[src/rtl/jtkunio_rom_arb.sv]
// Arbiter that shares one 32-bit graphics ROM port among the scroll, char and object fetchers.
// Each requester keeps its private cs/addr/ok/data protocol; a stale rom_ok is never forwarded.
//   state | meaning
//   IDLE  | choose a winner among asserted cs, latch grant and address
//   ISSUE | rom_cs high, rom_ok ignored (may be left over from the previous access)
//   WAIT  | rom_cs high, capture rom_data on rom_ok
//   DONE  | one-cycle ok pulse to the granted requester, rom_cs low
module jtkunio_rom_arb #(
    parameter int AW     = 18,
    parameter int STARVE = 15
) (
    input  logic          clk,
    input  logic          rst,

    input  logic          scr_cs,
    input  logic [AW-1:0] scr_addr,
    output logic          scr_ok,

    input  logic          chr_cs,
    input  logic [AW-1:0] chr_addr,
    output logic          chr_ok,

    input  logic          obj_cs,
    input  logic [AW-1:0] obj_addr,
    output logic          obj_ok,

    output logic [31:0]   req_data,

    output logic          rom_cs,
    output logic [AW-1:0] rom_addr,
    input  logic [31:0]   rom_data,
    input  logic          rom_ok
);

    localparam logic [1:0] IDLE  = 2'd0;
    localparam logic [1:0] ISSUE = 2'd1;
    localparam logic [1:0] WAIT  = 2'd2;
    localparam logic [1:0] DONE  = 2'd3;

    localparam logic [1:0] G_NONE = 2'd0;
    localparam logic [1:0] G_SCR  = 2'd1;
    localparam logic [1:0] G_CHR  = 2'd2;
    localparam logic [1:0] G_OBJ  = 2'd3;

    localparam logic [3:0] STARVE_MAX = 4'(STARVE);

    logic [1:0]    state;
    logic [1:0]    grant;
    logic [3:0]    starve_cnt;

    logic [1:0]    winner;
    logic [AW-1:0] win_addr;
    logic          gnt_cs;
    logic [AW-1:0] gnt_addr;
    logic          obj_promote;
    logic          abort;
    logic          readdr;

    assign obj_promote = (starve_cnt == STARVE_MAX);

    // A starved object fetcher jumps ahead of the fixed scr > chr > obj order.
    always_comb begin
        winner   = G_NONE;
        win_addr = '0;
        if (obj_cs && obj_promote) begin
            winner   = G_OBJ;
            win_addr = obj_addr;
        end else if (scr_cs) begin
            winner   = G_SCR;
            win_addr = scr_addr;
        end else if (chr_cs) begin
            winner   = G_CHR;
            win_addr = chr_addr;
        end else if (obj_cs) begin
            winner   = G_OBJ;
            win_addr = obj_addr;
        end
    end

    always_comb begin
        gnt_cs   = 1'b0;
        gnt_addr = rom_addr;
        case (grant)
            G_SCR: begin
                gnt_cs   = scr_cs;
                gnt_addr = scr_addr;
            end
            G_CHR: begin
                gnt_cs   = chr_cs;
                gnt_addr = chr_addr;
            end
            G_OBJ: begin
                gnt_cs   = obj_cs;
                gnt_addr = obj_addr;
            end
            default: begin
                gnt_cs   = 1'b0;
                gnt_addr = rom_addr;
            end
        endcase
    end

    assign abort  = !gnt_cs;
    assign readdr = (gnt_addr != rom_addr);

    always_ff @(posedge clk) begin
        if (rst) begin
            state    <= IDLE;
            grant    <= G_NONE;
            rom_cs   <= 1'b0;
            rom_addr <= '0;
            scr_ok   <= 1'b0;
            chr_ok   <= 1'b0;
            obj_ok   <= 1'b0;
            req_data <= 32'd0;
        end else begin
            scr_ok <= 1'b0;
            chr_ok <= 1'b0;
            obj_ok <= 1'b0;
            case (state)
                IDLE: begin
                    if (winner != G_NONE) begin
                        grant    <= winner;
                        rom_addr <= win_addr;
                        rom_cs   <= 1'b1;
                        state    <= ISSUE;
                    end
                end
                ISSUE, WAIT: begin
                    // Abort beats re-address, and re-address discards a coincident rom_ok.
                    if (abort) begin
                        rom_cs <= 1'b0;
                        grant  <= G_NONE;
                        state  <= IDLE;
                    end else if (readdr) begin
                        rom_addr <= gnt_addr;
                        state    <= ISSUE;
                    end else if (state == WAIT && rom_ok) begin
                        req_data <= rom_data;
                        rom_cs   <= 1'b0;
                        scr_ok   <= (grant == G_SCR);
                        chr_ok   <= (grant == G_CHR);
                        obj_ok   <= (grant == G_OBJ);
                        state    <= DONE;
                    end else if (state == ISSUE) begin
                        state <= WAIT;
                    end
                end
                DONE: begin
                    grant <= G_NONE;
                    state <= IDLE;
                end
                default: begin
                    grant  <= G_NONE;
                    rom_cs <= 1'b0;
                    state  <= IDLE;
                end
            endcase
        end
    end

    always_ff @(posedge clk) begin
        if (rst) begin
            starve_cnt <= 4'd0;
        end else if (state == IDLE && winner == G_OBJ) begin
            starve_cnt <= 4'd0;
        end else if (obj_cs && grant != G_OBJ && starve_cnt < STARVE_MAX) begin
            starve_cnt <= starve_cnt + 4'd1;
        end
    end

endmodule

[config.mk]
export PLATFORM = sky130hd
export DESIGN_NAME = jtkunio_rom_arb
export DESIGN_NICKNAME = d
export VERILOG_FILES = /design/src/rtl/jtkunio_rom_arb.sv
export SDC_FILE = /design/constraint.sdc
export NUM_CORES = 1
export LEC_CHECK = 0
export CAP_MARGIN = 30
export CORE_MARGIN = 4
export CORE_UTILIZATION = 47
export DETAILED_ROUTE_END_ITERATION = 16
export GPL_TIMING_DRIVEN = 0
export PLACE_DENSITY = 0.82
export RECOVER_POWER = 50
export SYNTH_ARGS = -nofsm -noshare
export SYNTH_HDL_FRONTEND = slang
export SYNTH_SLANG_ARGS = --single-unit
[constraint.sdc]
create_clock -name clk -period 3.1 [get_ports clk]
set_input_delay 0.62 -clock clk [delete_from_list [all_inputs] [get_ports clk]]
set_output_delay 0.62 -clock clk [all_outputs]
set_load 0.05 [all_outputs]
Yosys cells after proc, flatten, opt, wreduce, memory -nomap -nowiden
Index checks and enable logic that the tools add are counted.
{"block": "word_totals", "reg_bits": 62, "in_bits": 92, "output_inout_bits": 54, "elab_cells": 76}
{"block": "classes", "n_addsub": 1, "n_lt_le_gt_ge": 1, "eq_ne": 17, "muxes": 28, "bitwise_logic": 4, "n_reduce_logical": 16}
{"op": "$mux 18", "count": 7}
{"op": "$pmux 18 s3", "count": 1}
{"op": "$pmux 18 s2", "count": 1}
{"op": "$mux 2", "count": 11}
{"op": "$ne 18x18->1", "count": 1}
{"op": "$pmux 2 s3", "count": 2}
{"op": "$reduce_and 4->1", "count": 3}
{"op": "$eq 2x2->1 const B", "count": 5}
{"op": "$ne 2x2->1 const B", "count": 5}
{"op": "$ne 3x3->1 const B", "count": 2}
{"op": "$logic_and 1x1->1", "count": 5}
{"op": "$ne 5x5->1 const B", "count": 1}
{"op": "$reduce_or 5->1", "count": 1}
{"op": "$add 4x1->4 const B", "count": 1}
{"op": "$eq 2x1->1 const B", "count": 2}
{"op": "$eq 4x4->1 const B", "count": 1}
{"op": "$lt 4x4->1 const B", "count": 1}
{"op": "$mux 1", "count": 4}
{"op": "$not 1->1", "count": 4}
{"op": "$reduce_and 2->1", "count": 2}
{"op": "$reduce_bool 2->1", "count": 2}
{"op": "$reduce_or 2->1", "count": 2}
{"op": "$pmux 1 s3", "count": 1}
{"op": "$logic_not 2->1", "count": 1}
{"op": "$pmux 1 s2", "count": 1}

Longest topological paths before layout
{"block": "depth", "ltp_word": 7, "ltp_mapped": 12, "ltp_nobuf": 8}

Worst setup path after synthesis
OpenSTA, ideal clock, no wires.
{"block": "synth_path", "kind": "register -> register", "start": "register rom_addr[16]", "end": "register rom_addr[10]", "setup_time_ps": 121, "arrival_time_ps": 2737, "required_ps": 2979, "slack_ps": 243, "stages_incl_launch_ff": 9, "path_buffers": 1, "synth_period_minus_slack_ps": 2857, "cell_sequence": "dfxtp_1 -> inv_1 -> a2111oi_0 -> a41oi_1 -> a311o_1 -> or3b_4 -> a211oi_2 -> buf_6 -> mux2_2"}
{"block": "synth_via", "elab_chain_cells": 4}
{"item": "start, declared", "line_no": "30", "text": "output logic [AW-1:0] rom_addr,"}
{"item": "start signal, assigned", "line_no": "124", "text": "rom_addr <= win_addr;"}
{"item": "start signal, assigned", "line_no": "136", "text": "rom_addr <= gnt_addr;"}
{"item": "$pmux 18 s3", "line_no": "83", "text": "case (grant)"}
{"item": "$ne 18x18->1 (*)", "line_no": "104", "text": "assign readdr = (gnt_addr != rom_addr);"}
{"item": "$ne 2x2->1 (no line) (*)"}
{"item": "$reduce_and 4->1 (no line) (*)"}
Mark *: on every way between the ends. The rest lies on a longest branch, timed or not.
A chain may end at the register's enable or synchronous reset.

Final worst setup path
{"block": "layout_path", "start": "input port chr_addr[10]", "end": "register rom_addr[16]"}
{"block": "layout_via", "elab_chain_cells": 4}
{"item": "start, declared", "line_no": "20", "text": "input logic [AW-1:0] chr_addr,"}
{"item": "$pmux 18 s3", "line_no": "83"}
{"item": "$ne 18x18->1", "line_no": "104"}
{"item": "$ne 2x2->1 (no line)"}
{"item": "$reduce_and 4->1 (no line)"}
Every way passes these cells.

==> metrics <==
# H-tree levels 3; Critical Path Sink Type flip-flop; n_diodes 0; worst min path class reg2reg; Worst-path clk slew approximately 0.07 ns; Die Height 104.7 um; static leakage between 0.002 and 0.003 uW; pwr/cell area 432.4 nW/um^2; max-slew violation count 0; I/O Buffers 145; 1st-pass router iterations 5; Initial Utilization between 40% and 50%; startpoint type of the worst setup path primary input; Setup CP Type in2reg; Worst VDD drop 0.2926 mV; Relative slew margins 42.59%; sequential fraction of the synthesis area 28.24%; Reg-to-Reg End rom_addr[16]$_SDFFE_PP0P_; dpl ws -0.7047 ns; global placement routability congestion 0.9706; top cell type's share of synthesized area approximately 28%; Synth Register Bits slightly above 60; worst-path maximum fanout 7; first-pass GRT wire length 27,070 um; critical path data required time about 3.3 ns; DR WL met2 8114 um; outcome finished clean; Max Clock Skew approximately 0.015 ns; largest cells by area after synthesis dfxtp_1, mux2i_1, o21ai_0; antenna violations before repair 0; WL final 17,350 um; Avg Vias per Cell ~6.2; Yosys warnings 0; Synth area leader dfxtp_1; width of the die 104.7 um; GR Overflow Total 0; die area 10,960 sq um; slew of the pin with the lowest slew margin 0.8611 ns; core area ~9000 sq um; Cells on Worst Hold Path 2; flop-to-flop setup slack 0.12 ns; RSZ-0062 raised after global routing false; Clock Sinks 62; IO Count 146; clk_lat worst skew 0.35 ns; vias in the first global route approximately 5,100; CP Cell Sequence clkdlybuf4s50_1 -> a2111oi_4 -> a41oi_1 -> a311o_1 -> or3b_4 -> a211oi_2 -> buf_6 -> mux2_2; highest metal used met4; DR iter-0 viols a little under 500; DR WL met3 1630 um; Syn Std Cell Area between 4000 and 5000 sq um; largest net degree at the start of global routing 12; TritonCTS Buffers 9; Avg Cell Area, Syn ~7.6 sq um; fin nets 838; Hold EP req_data[27]$_SDFFE_PP0P_; Inst Count DP 838; Final Setup Violations 0; Max Freq 0.3249 GHz; clock buffer depth 2; ys flop type dfxtp_1; Final Hold Vio Count 0; worst hold start req_data[27]$_SDFFE_PP0P_; Worst path max stage delay 0.53 ns; Reg-to-Reg Start grant[1]$_SDFFE_PP0P_; fin crit period 3.078 ns; max_cap viols 0; TritonCTS clock tree done; slowest cell on the critical path clkdlybuf4s50_1; root buffer cell clkbuf_8; Global Route Usage Sum 30.81%; Finished Layout Cells 856; Vias 5,311; P&R area growth vs syn 42.98%; fin worst setup slack 0.02246 ns; met1 wire length 7060 um; Data arrival, critical path 3.31 ns; Gate Count Post-Synth a little under 600; Synth async-reset ratio 0%; layout cells sized above 1 6.711%; DRC viols 0; Core Rows 35; period utilization 99.28%; distinct cell type count after synthesis 54; post-DR wirelength/cell 20.26 um; post-route ant nets 0; number of flops mapped to enable cells by yosys 0; hpwl dp between 10,000 and 15,000 um; Mapped Nets 680; Reg2Reg Depth 11
[report_power, final]
| group | switching (uW) | internal [uW] |
|---|---|---|
| combinational | 600 | 415 |
| clock | 347 | 451 |
| sequential | 64.0 | 839 |
| total | 1010 | 1710 |
[cell type report]
cell class / instances / area, sq um
Buffer: 49 / 251.5
Clock buffer: 10 / 127.6
Clock inverter: 6 / 86.33
Fill cell: 778 / 2868
Inverter: 17 / 63.81
Multi-Input combinational cell: 454 / 2904
Sequential cell: 62 / 1241
Tap cell: 111 / 138.9
Timing Repair Buffer: 147 / 1471
[worst max-delay path, delay by kind of cell]
| kind | cells | cell delay, ns |
|---|---|---|
| buffers and inverters | 2 | 0.72 |
| AND/OR/NAND/NOR | 1 | 0.44 |
| AO/OA/AOI/OAI | 4 | 1.19 |
| multiplexers | 1 | 0.34 |
[per-layer routing]
metal  up-vias  global-route usage [%]
li1       2412                       -
met1      2510                   41.09
met2       334                   49.91
met3        55                   5.559
met4         0                   11.15
met5         -                       0
[registers in the layout (all words and copies together) (netlist names)]
signal,flops
state,2
chr_ok,1
grant,2
rom_cs,1
starve_cnt,4
obj_ok,1
rom_addr,18
req_data,32
scr_ok,1
[timing repair]
| item | 4_1_cts | 5_1_grt |
|---|---|---|
| pin swaps | 4 | 3 |
| buffers inserted | 1 | 1 |
| gates resized for setup | 15 | 10 |
| endpoints found under the setup margin | 48 | 43 |
| gates cloned | 0 | 0 |
| hold buffers | 0 | 0 |
[stage by stage]
step                TNS, ns  power [uW]  util, %  instance area, sq um  hold WS, ns
floorplan                 0        1514        -                  4395       0.4803
global placement     -27.94        1876    65.40                  5986       0.4572
detailed placement   -29.52        1892    65.40                  5986       0.4668
CTS                       0        2703    68.26                  6247       0.4785
global route              0        2823    68.67                  6285       0.4950
finish                    0        2717    68.67                  6285       0.4764
[worst max path at each step]
stage / slack, ns / cells after the start / to / start
final: 0.02 / 8 / rom_addr[16]$_SDFFE_PP0P_ / chr_addr[10]
after global routing: 0.005 / 8 / req_data[24]$_SDFFE_PP0P_ / chr_addr[2]
after CTS: 0.008 / 9 / rom_addr[10]$_SDFFE_PP0P_ / chr_addr[3]
after detailed placement: -0.70 / 9 / rom_addr[16]$_SDFFE_PP0P_ / chr_addr[8]
after global placement: -0.69 / 9 / rom_addr[6]$_SDFFE_PP0P_ / chr_addr[8]
after floorplan: 0.24 / 8 / rom_addr[10]$_SDFFE_PP0P_ / rom_addr[16]$_SDFFE_PP0P_
[cell usage after synthesis (5+ instances only)]
cell type,count
a31oi_1,12
o21ai_0,64
o211ai_1,5
a211o_1,7
nor3_1,7
nor2b_1,12
mux2_2,10
nand2b_1,24
mux2i_1,45
a21oi_1,47
clkbuf_1,37
buf_2,6
a221oi_1,7
nor2_1,28
o22ai_1,8
nand2_1,61
xor2_1,10
ha_1,6
inv_1,17
dfxtp_1,62
nand3_1,46
[kinds of logic after synthesis]
group | count (synthesis) | synth area share [%]
simple gates | 197 | 21.75
compound gates | 181 | 25.25
buf+inv | 66 | 7.145
flops | 62 | 28.24
mux | 56 | 13.12
xor+xnor | 14 | 2.789
fa+ha+maj | 6 | 1.708
[layout by cell type, fill, tap and decap left out, drive strengths merged, types with 14 or more instances in the layout]
master,count
nand3,46
nor2,28
buf,14
inv,17
mux2i,46
nand2b,24
nand2,61
a21oi,47
dlygate4sd3,55
o21ai,64
clkdlybuf4s50,79
dfxtp,62
clkbuf,47
(Power assumes the default switching activity.)
==> variant: new RTL, config.mk and constraints unchanged <==
Register the input `obj_addr` before use. The logic sees it one clock later. The other inputs are not delayed to match.
--- a/src/rtl/jtkunio_rom_arb.sv
+++ b/src/rtl/jtkunio_rom_arb.sv
@@ -44,6 +44,12 @@
 
     localparam logic [3:0] STARVE_MAX = 4'(STARVE);
 
+    logic [AW-1:0] obj_addr_q;
+
+    always_ff @(posedge clk) begin
+        obj_addr_q <= obj_addr;
+    end
+
     logic [1:0]    state;
     logic [1:0]    grant;
     logic [3:0]    starve_cnt;
@@ -64,7 +70,7 @@
         win_addr = '0;
         if (obj_cs && obj_promote) begin
             winner   = G_OBJ;
-            win_addr = obj_addr;
+            win_addr = obj_addr_q;
         end else if (scr_cs) begin
             winner   = G_SCR;
             win_addr = scr_addr;
@@ -73,7 +79,7 @@
             win_addr = chr_addr;
         end else if (obj_cs) begin
             winner   = G_OBJ;
-            win_addr = obj_addr;
+            win_addr = obj_addr_q;
         end
     end
 
@@ -91,7 +97,7 @@
             end
             G_OBJ: begin
                 gnt_cs   = obj_cs;
-                gnt_addr = obj_addr;
+                gnt_addr = obj_addr_q;
             end
             default: begin
                 gnt_cs   = 1'b0;
Behaviour: not the same (Yosys sat finds a counterexample within 4 cycles, from zero or initial values and one cycle with rst high).
==> variant against the original RTL <==
- sequential cell count grew 18
- wire length grew 1.7%
- setup slack gained 0.073 ns
- synthesized cell count grew 2.4%
- final area grew 8.5%
- non-clock buffer count grew 3
- sequential power grew 30%
- area after synthesis grew 13%
- total power grew 19%
- utilization shrank 2.6 points
- sequential share of layout area grew 3.7 points
==> variant: results (changes against the original RTL) <==
Clock network:
- The insertion delay to the later sink of the worst-skew pair is 0.38 ns (was 0.35 ns).

Finish:
- The layout-stage area growth over the synthesis result came to 37.0% (was 43.0%).
- The layout net count was 848 (was 838).
- The number of fill cells in the layout is 853 (was 778).
- Top flop regs: req_data (32), obj_addr_q (18), rom_addr (18) (was req_data (32), rom_addr (18), starve_cnt (4)).

Power and ir drop:
- The static leakage is 2.63 nW (was 2.50 nW).

Drt:
- The final wirelength is 17600 um (was 17300 um).
- The routed length on met2 is 8480 um (was 8110 um).
- The starting DRC count in detailed routing is 526 (was 495).

Synthesis:
- The distinct cell type count of the synthesized netlist is 53 (was 54).
- The mean area per synthesized cell came to 8.35 um^2 (was 7.55 um^2).
- Leading cell types by count after synthesis: 80 x sky130_fd_sc_hd__dfxtp_1, 55 x sky130_fd_sc_hd__a21oi_1, 52 x sky130_fd_sc_hd__nand2_1 (was 64 x sky130_fd_sc_hd__o21ai_0, 62 x sky130_fd_sc_hd__dfxtp_1, 61 x sky130_fd_sc_hd__nand2_1).
- The post-synthesis share of cell area spent on full adders, half adders and majority gates is 0.0151 (was 0.0171).

Global routing:
- The global routing met1 resource utilization is 0.353 (was 0.411).
- The global-route met2 utilization was 0.468 (was 0.499).
- The global-route usage over all layers is 0.283 (was 0.308).
- The first-pass GRT wire length is 28600 um (was 27100 um).
- The pin count of the biggest net entering global routing is 15 (was 12).
- The number of global-route vias before repair is 5569 (was 5126).

Setup path:
- The kind of cell with the highest combined delay on the critical path is simple AND/OR/NAND/NOR gates (was compound AO/OA/AOI/OAI gates).
- The worst stage delay on the critical path is 0.58 ns (was 0.53 ns).
- The data arrival at the endpoint of the critical path is 3.29 ns (was 3.31 ns).

Run status:
- Result of the run: completed (unchanged).

Place:
- The number of buffer cells added on primary ports is 144 (was 145).
- The number of cells after detailed placement was 876 (was 838).
variant: final cells by class:
| class | count | area share |
|---|---|---|
| plain buffers | 55 | 0.0361 |
| clock buffers | 9 | 0.0182 |
| clock inverters | 7 | 0.0141 |
| inverters | 19 | 0.0105 |
| multi-input cells | 441 | 0.450 |
| flip-flops and latches | 80 | 0.235 |
| well taps | 136 | 0.0250 |
| repair buffers | 144 | 0.211 |
variant: path summary, 6_finish.rpt:
check / start / to / slack (ns)
setup / recovery: chr_addr[12] / state[1]$_SDFFE_PP0P_ / 0.1
hold / removal: req_data[16]$_SDFFE_PP0P_ / req_data[16]$_SDFFE_PP0P_ / 0.47
setup reg to reg: grant[1]$_SDFFE_PP0P_ / rom_addr[13]$_SDFFE_PP0P_ / 0.18
hold reg to reg: req_data[16]$_SDFFE_PP0P_ / req_data[16]$_SDFFE_PP0P_ / 0.47
variant: power by group:
group          total [mW]  internal (mW)  switching, mW
Clock               0.888          0.453          0.435
Combinational        1.17          0.464          0.703
Sequential           1.17           1.09         0.0871
